## config.mk

```make
export PLATFORM = sky130hd
export DESIGN_NAME = i2s_tx
export DESIGN_NICKNAME = d
export VERILOG_FILES = /design/src/rtl/i2s_tx.sv
export SDC_FILE = /design/constraint.sdc
export NUM_CORES = 1
export LEC_CHECK = 0
export ABC_CLOCK_PERIOD_IN_PS = 2650
export BUFFER_PORTS_ARGS = -buffer_cell sky130_fd_sc_hd__buf_2
export CORE_MARGIN = 3
export CORE_UTILIZATION = 53
export DETAILED_ROUTE_END_ITERATION = 10
export MAX_ROUTING_LAYER = met4
export PLACE_DENSITY = 0.76
export SYNTH_ARGS = -nofsm -noshare
export SYNTH_HDL_FRONTEND = slang
export SYNTH_SLANG_ARGS = --single-unit
```

## constraint.sdc

```tcl
create_clock -name clk_in -period 2.65 [get_ports clk_in]
set_input_delay 0.53 -clock clk_in [delete_from_list [all_inputs] [get_ports clk_in]]
set_output_delay 0.53 -clock clk_in [all_outputs]
set_load 0.02 [all_outputs]
```

## src/rtl/i2s_tx.sv

```systemverilog
// I2S transmitter: serialises stereo samples to a DAC as SCLK/LRCLK/SDATA derived from clk_in.
// Raises sample_req_out during the cycle a frame loads, so a same-cycle data_valid_in joins that frame.
module i2s_tx #(
  parameter int WIDTH     = 16,
  parameter int SLOT_BITS = 32,
  parameter int SCLK_DIV  = 16
) (
  input  logic             clk_in,
  input  logic             rst_in,
  input  logic             tx_enable,
  input  logic [WIDTH-1:0] data_in_l,
  input  logic [WIDTH-1:0] data_in_r,
  input  logic             data_valid_in,
  output logic             sample_req_out,
  output logic             sclk_out,
  output logic             lrclk_out,
  output logic             sdata_out,
  output logic             underrun_out,
  output logic             overrun_out
);

  localparam int FRAME = 2 * SLOT_BITS;
  localparam int BW    = $clog2(FRAME);
  localparam int DW    = (SCLK_DIV > 1) ? $clog2(SCLK_DIV) : 1;

  logic [DW-1:0]        r_div_cnt;
  logic [BW-1:0]        r_bit_cnt;
  logic                 r_sclk, r_lrclk, r_sdata, r_sample_req;
  logic                 r_underrun, r_overrun, r_pending;
  logic [WIDTH-1:0]     r_hold_l, r_hold_r, r_shift_l, r_shift_r;

  logic                 w_div_end, w_fall, w_load, w_req_nxt, w_right, w_sd;
  logic [BW-1:0]        w_bit_nxt, w_pos;
  logic [WIDTH-1:0]     w_word;
  logic [SLOT_BITS-1:0] w_slot, w_slot_shifted;

  always_comb begin
    w_div_end = (r_div_cnt == DW'(SCLK_DIV - 1));
    w_fall    = w_div_end && r_sclk;
    w_load    = w_fall && (r_bit_cnt == BW'(FRAME - 1));
    // Registered request lands exactly on the cycle whose closing edge performs the load.
    w_req_nxt = r_sclk && (r_div_cnt == DW'(SCLK_DIV - 2)) && (r_bit_cnt == BW'(FRAME - 1));
    w_bit_nxt = (r_bit_cnt == BW'(FRAME - 1)) ? '0 : r_bit_cnt + BW'(1);
    w_right   = (w_bit_nxt >= BW'(SLOT_BITS));
    w_pos     = w_right ? (w_bit_nxt - BW'(SLOT_BITS)) : w_bit_nxt;
    w_word    = w_right ? r_shift_r : r_shift_l;
    // Word sits at slot positions 1..WIDTH; position 0 and the tail stay zero.
    w_slot         = SLOT_BITS'(w_word) << (SLOT_BITS - 1 - WIDTH);
    w_slot_shifted = w_slot << w_pos;
    w_sd           = w_slot_shifted[SLOT_BITS-1];
  end

  always_ff @(posedge clk_in or posedge rst_in) begin
    if (rst_in) begin
      r_div_cnt    <= '0;
      r_bit_cnt    <= BW'(FRAME - 1);
      r_sclk       <= 1'b0;
      r_lrclk      <= 1'b0;
      r_sdata      <= 1'b0;
      r_sample_req <= 1'b0;
      r_pending    <= 1'b0;
      r_hold_l     <= '0;
      r_hold_r     <= '0;
      r_shift_l    <= '0;
      r_shift_r    <= '0;
      r_underrun   <= 1'b0;
      r_overrun    <= 1'b0;
    end else if (!tx_enable) begin
      r_div_cnt    <= '0;
      r_bit_cnt    <= BW'(FRAME - 1);
      r_sclk       <= 1'b0;
      r_lrclk      <= 1'b0;
      r_sdata      <= 1'b0;
      r_sample_req <= 1'b0;
      r_pending    <= 1'b0;
      r_hold_l     <= '0;
      r_hold_r     <= '0;
      r_shift_l    <= '0;
      r_shift_r    <= '0;
    end else begin
      r_div_cnt    <= w_div_end ? '0 : r_div_cnt + DW'(1);
      r_sample_req <= w_req_nxt;
      if (w_div_end) r_sclk <= ~r_sclk;
      if (w_fall) begin
        r_bit_cnt <= w_bit_nxt;
        r_lrclk   <= w_right;
        r_sdata   <= w_sd;
      end
      if (w_load) begin
        r_pending <= 1'b0;
        if (data_valid_in) begin
          // Bypass; hold also takes the word so a later underrun resends it.
          r_shift_l <= data_in_l;
          r_shift_r <= data_in_r;
          r_hold_l  <= data_in_l;
          r_hold_r  <= data_in_r;
        end else begin
          r_shift_l <= r_hold_l;
          r_shift_r <= r_hold_r;
          if (!r_pending) r_underrun <= 1'b1;
        end
      end else if (data_valid_in) begin
        r_hold_l  <= data_in_l;
        r_hold_r  <= data_in_r;
        r_pending <= 1'b1;
        if (r_pending) r_overrun <= 1'b1;
      end
    end
  end

  assign sample_req_out = r_sample_req;
  assign sclk_out       = r_sclk;
  assign lrclk_out      = r_lrclk;
  assign sdata_out      = r_sdata;
  assign underrun_out   = r_underrun;
  assign overrun_out    = r_overrun;

endmodule

```

==> run_results.csv <==
group,metric,value,unit
global_routing,grt_max_degree,44,
logic_synthesis,syn_nets,426,
finish,antenna_cells,0,
placed_design,io_buffers,41,
logic_synthesis,synthXorXnorAreaFrac,0.0130,
logic_synthesis,ys_top_cells_by_count,"dfrtp_1 (75), nand3_1 (70), mux2i_1 (47)",
drt,wl,7960,um
floorplan,core_area,6980,um2
floorplan,die_x,92.2,um
setup_path,worstPathArrival,2.66,ns
finish,finalInstanceArea,4490,um2
flow_run,drv_cap,0,
logic_synthesis,synthAdderAreaFrac,0.00953,
drt,drtAntennaViolNets,0,
power,vdd_drop_max,330,uV
global_routing,grt_antenna_before_repair,0,
logic_synthesis,synth_cell_type_count,43,
sta,fin_crit_sh,0.921,
floorplan,pin_count,42,
clock_network,numCtsBuffers,9,
logic_synthesis,syn_area,3940,um2
sta,relSlewSlack,0.556,
drt,via_count,2935,
finish,area_delta_synth_final,14.0,%
clock_network,clockBufferDepth,2,
placed_design,hpwlAfterDp,5590,um
clock_network,clock_sinks,81,
finish,drive_gt1_frac,0.209,
clock_network,clock_latency,0.35,ns
sta,fmax,410,MHz
finish,fin_nets,465,
power,power.density,521,nW/um2
floorplan,dieArea,8500,um2
logic_synthesis,synth_compound_area_frac,0.0588,
placed_design,preCtsSetupSlack,0.0173,ns
clock_network,path_clk_slew,0.08,ns
drt,drt_iter0_drc,187,
sta,setup_viol,0,
sta,worst_pin_slew,0.666,ns
logic_synthesis,postSynthCellCount,387,
clock_network,cts_max_level,3,
sta,min_period,2.44,ns
logic_synthesis,ys_ff_latch,81,
placed_design,gp_congestion,0.909,
setup_path,crit_fanout,7,
logic_synthesis,synthMuxAreaShare,0.128,
drt,via_per_inst,5.58,
setup_path,crit_type,"reg2reg",
worst_hold_path,min_path_type,"in2async",
floorplan,fp-row-count,30,
global_routing,grt_pass1_vias,2874,
logic_synthesis,synth.top_cells.by_area,"dfrtp_1 (48%), mux2i_1 (12%), nand3_1 (8.9%)",
floorplan,start_util,0.564,
clock_network,cts_tree,"built",
global_routing,grt_pass1_wl,13700,um
drt,wl_per_cell,15.1,um
clock_network,post_cts_buffers,0,
finish,ff_latch_area,2030,um2
logic_synthesis,yosys.area_share.simple,0.231,
sta,skew,0.0115,ns
setup_path,crit_path_start_kind,"flip-flop",
clock_network,clockRootBuffer,"clkbuf_8",
logic_synthesis,seq_area_frac_synth,0.517,
drt,drc,0,
sta,rsz0062_at_grt,"no",
run_status,status,"completed",
logic_synthesis,synthFlopType,"dfrtp_1",
sta,setup_tns,0,ns
power,leakagePower,2.24,nW
power,finalPower,0.00234,W
logic_synthesis,ys_async_sr_fraction,1.00,
setup_path,worstSetupEndpointType,"flip-flop",
setup_path,required,2.87,ns
logic_synthesis,yosysTopAreaCell,"dfrtp_1",
sta,hold_violations,0,
logic_synthesis,yosysMostFrequentCell,"dfrtp_1",
placed_design,dpl_cell_area,4270,um2
sta,setup_slack,0.210,ns
finish,fill_cells,597,
clock_network,post_cts_hold_buffer_count,0,
logic_synthesis,postSynthAreaPerCell,10.2,um2
sta,slew_viol_final,0,
logic_synthesis,synth_top_family_by_area,"simple AND/OR/NAND/NOR gates",
logic_synthesis,synth-edff-count,0,
global_routing,track_usage,0.208,
drt,firstDrtPassIters,4,
clock_network,cts.repair.resized,0,
finish,multi_input_area,1760,um2
global_routing,grt_overflow_total,0,
logic_synthesis,synth_top_area_share,0.476,
logic_synthesis,ys_warn_count,0,
floorplan,fp.dieH,92.2,um
area by class of cell:
type                            count  area share
Clock buffer                       12      0.0346
Inverter                            5     0.00418
Multi-Input combinational cell    271       0.393
Timing Repair Buffer               58      0.0797
Sequential cell                    81       0.453
Clock inverter                      3     0.00892
Tap cell                           96      0.0267
logic make-up after synthesis:
group           after synthesis
mux                          49
xor+xnor                      5
simple gates                177
flops                        81
compound gates               37
buf+inv                      35
fa+ha+maj                     3
report_power, final:
part / leakage, nW / switching, W / internal [W]
logic: 1.06 / 0.0000905 / 0.0000694
registers: 1.08 / 0.0000129 / 0.00127
clock network: 0.102 / 0.000420 / 0.000479
total: 2.24 / 0.000523 / 0.00182
worst max-delay path, stage by stage, from the launching register on:
cell     delay [ns]
dfstp_2        0.58
ha_1           0.31
nand3_4        0.14
o21ba_1        0.30
buf_4          0.20
mux2_2         0.26
o21ai_0        0.14
a21oi_1        0.07
nor4b_2        0.22
nor4_1         0.07
final timing paths:
path,slack (ns),start,cells past startpoint,to
worst max-delay path,0.21,r_bit_cnt[1],9,sdata_out
worst min-delay path,0.19,rst_in,2,r_div_cnt[0]
worst max register to register,0.21,r_bit_cnt[1],9,sdata_out
worst min register to register,0.46,overrun_out,1,overrun_out
max in group asynchronous,1.79,rst_in,3,r_shift_r[7]
min in group clk_in,0.46,overrun_out,1,overrun_out
placed cells by master (no fill, tap or decap), drive strengths merged, types with 2 or more instances in the layout:
cell type and n:
nand3 71, ha 3, dfstp 6, a41o 2
nor2b 36, o21a 2, nor2 12, nand2 44
clkbuf 12, o21ai 15, xor2 2, xnor2 3
o211ai 2, and2 3, clkinv 2, a21oi 8
dfrtp 75, nor4 3, nor3 2, mux2i 47
buf 58, and3 2, inv 5
sequential cells by signal, indices dropped and copies added, names as in the netlist:
name and count:
r_hold_l 16, r_pending 1, sdata_out 1, sample_req_out 1
r_bit_cnt 6, underrun_out 1, r_shift_r 16, r_div_cnt 4
overrun_out 1, lrclk_out 1, r_shift_l 16, r_hold_r 16
sclk_out 1
through the flow:
step	hold WS (ns)	util	cells
after floorplan	0.466	-	387
after global placement	0.442	0.612	511
after detailed placement	0.451	0.612	511
after CTS	0.195	0.640	526
after global routing	0.216	0.643	526
final	0.186	0.643	526
layer usage:
metal / share of wire / vias up / routed length, um / track usage
met5: 0 / - / 0 / -
li1: - / 1412 / - / -
met3: 0.044 / 15 / 349 / 0.0492
met1: 0.46 / 1440 / 3630 / 0.275
met4: 0.017 / 0 / 138 / 0.0644
met2: 0.48 / 68 / 3840 / 0.319
(Power assumes the default switching activity.)
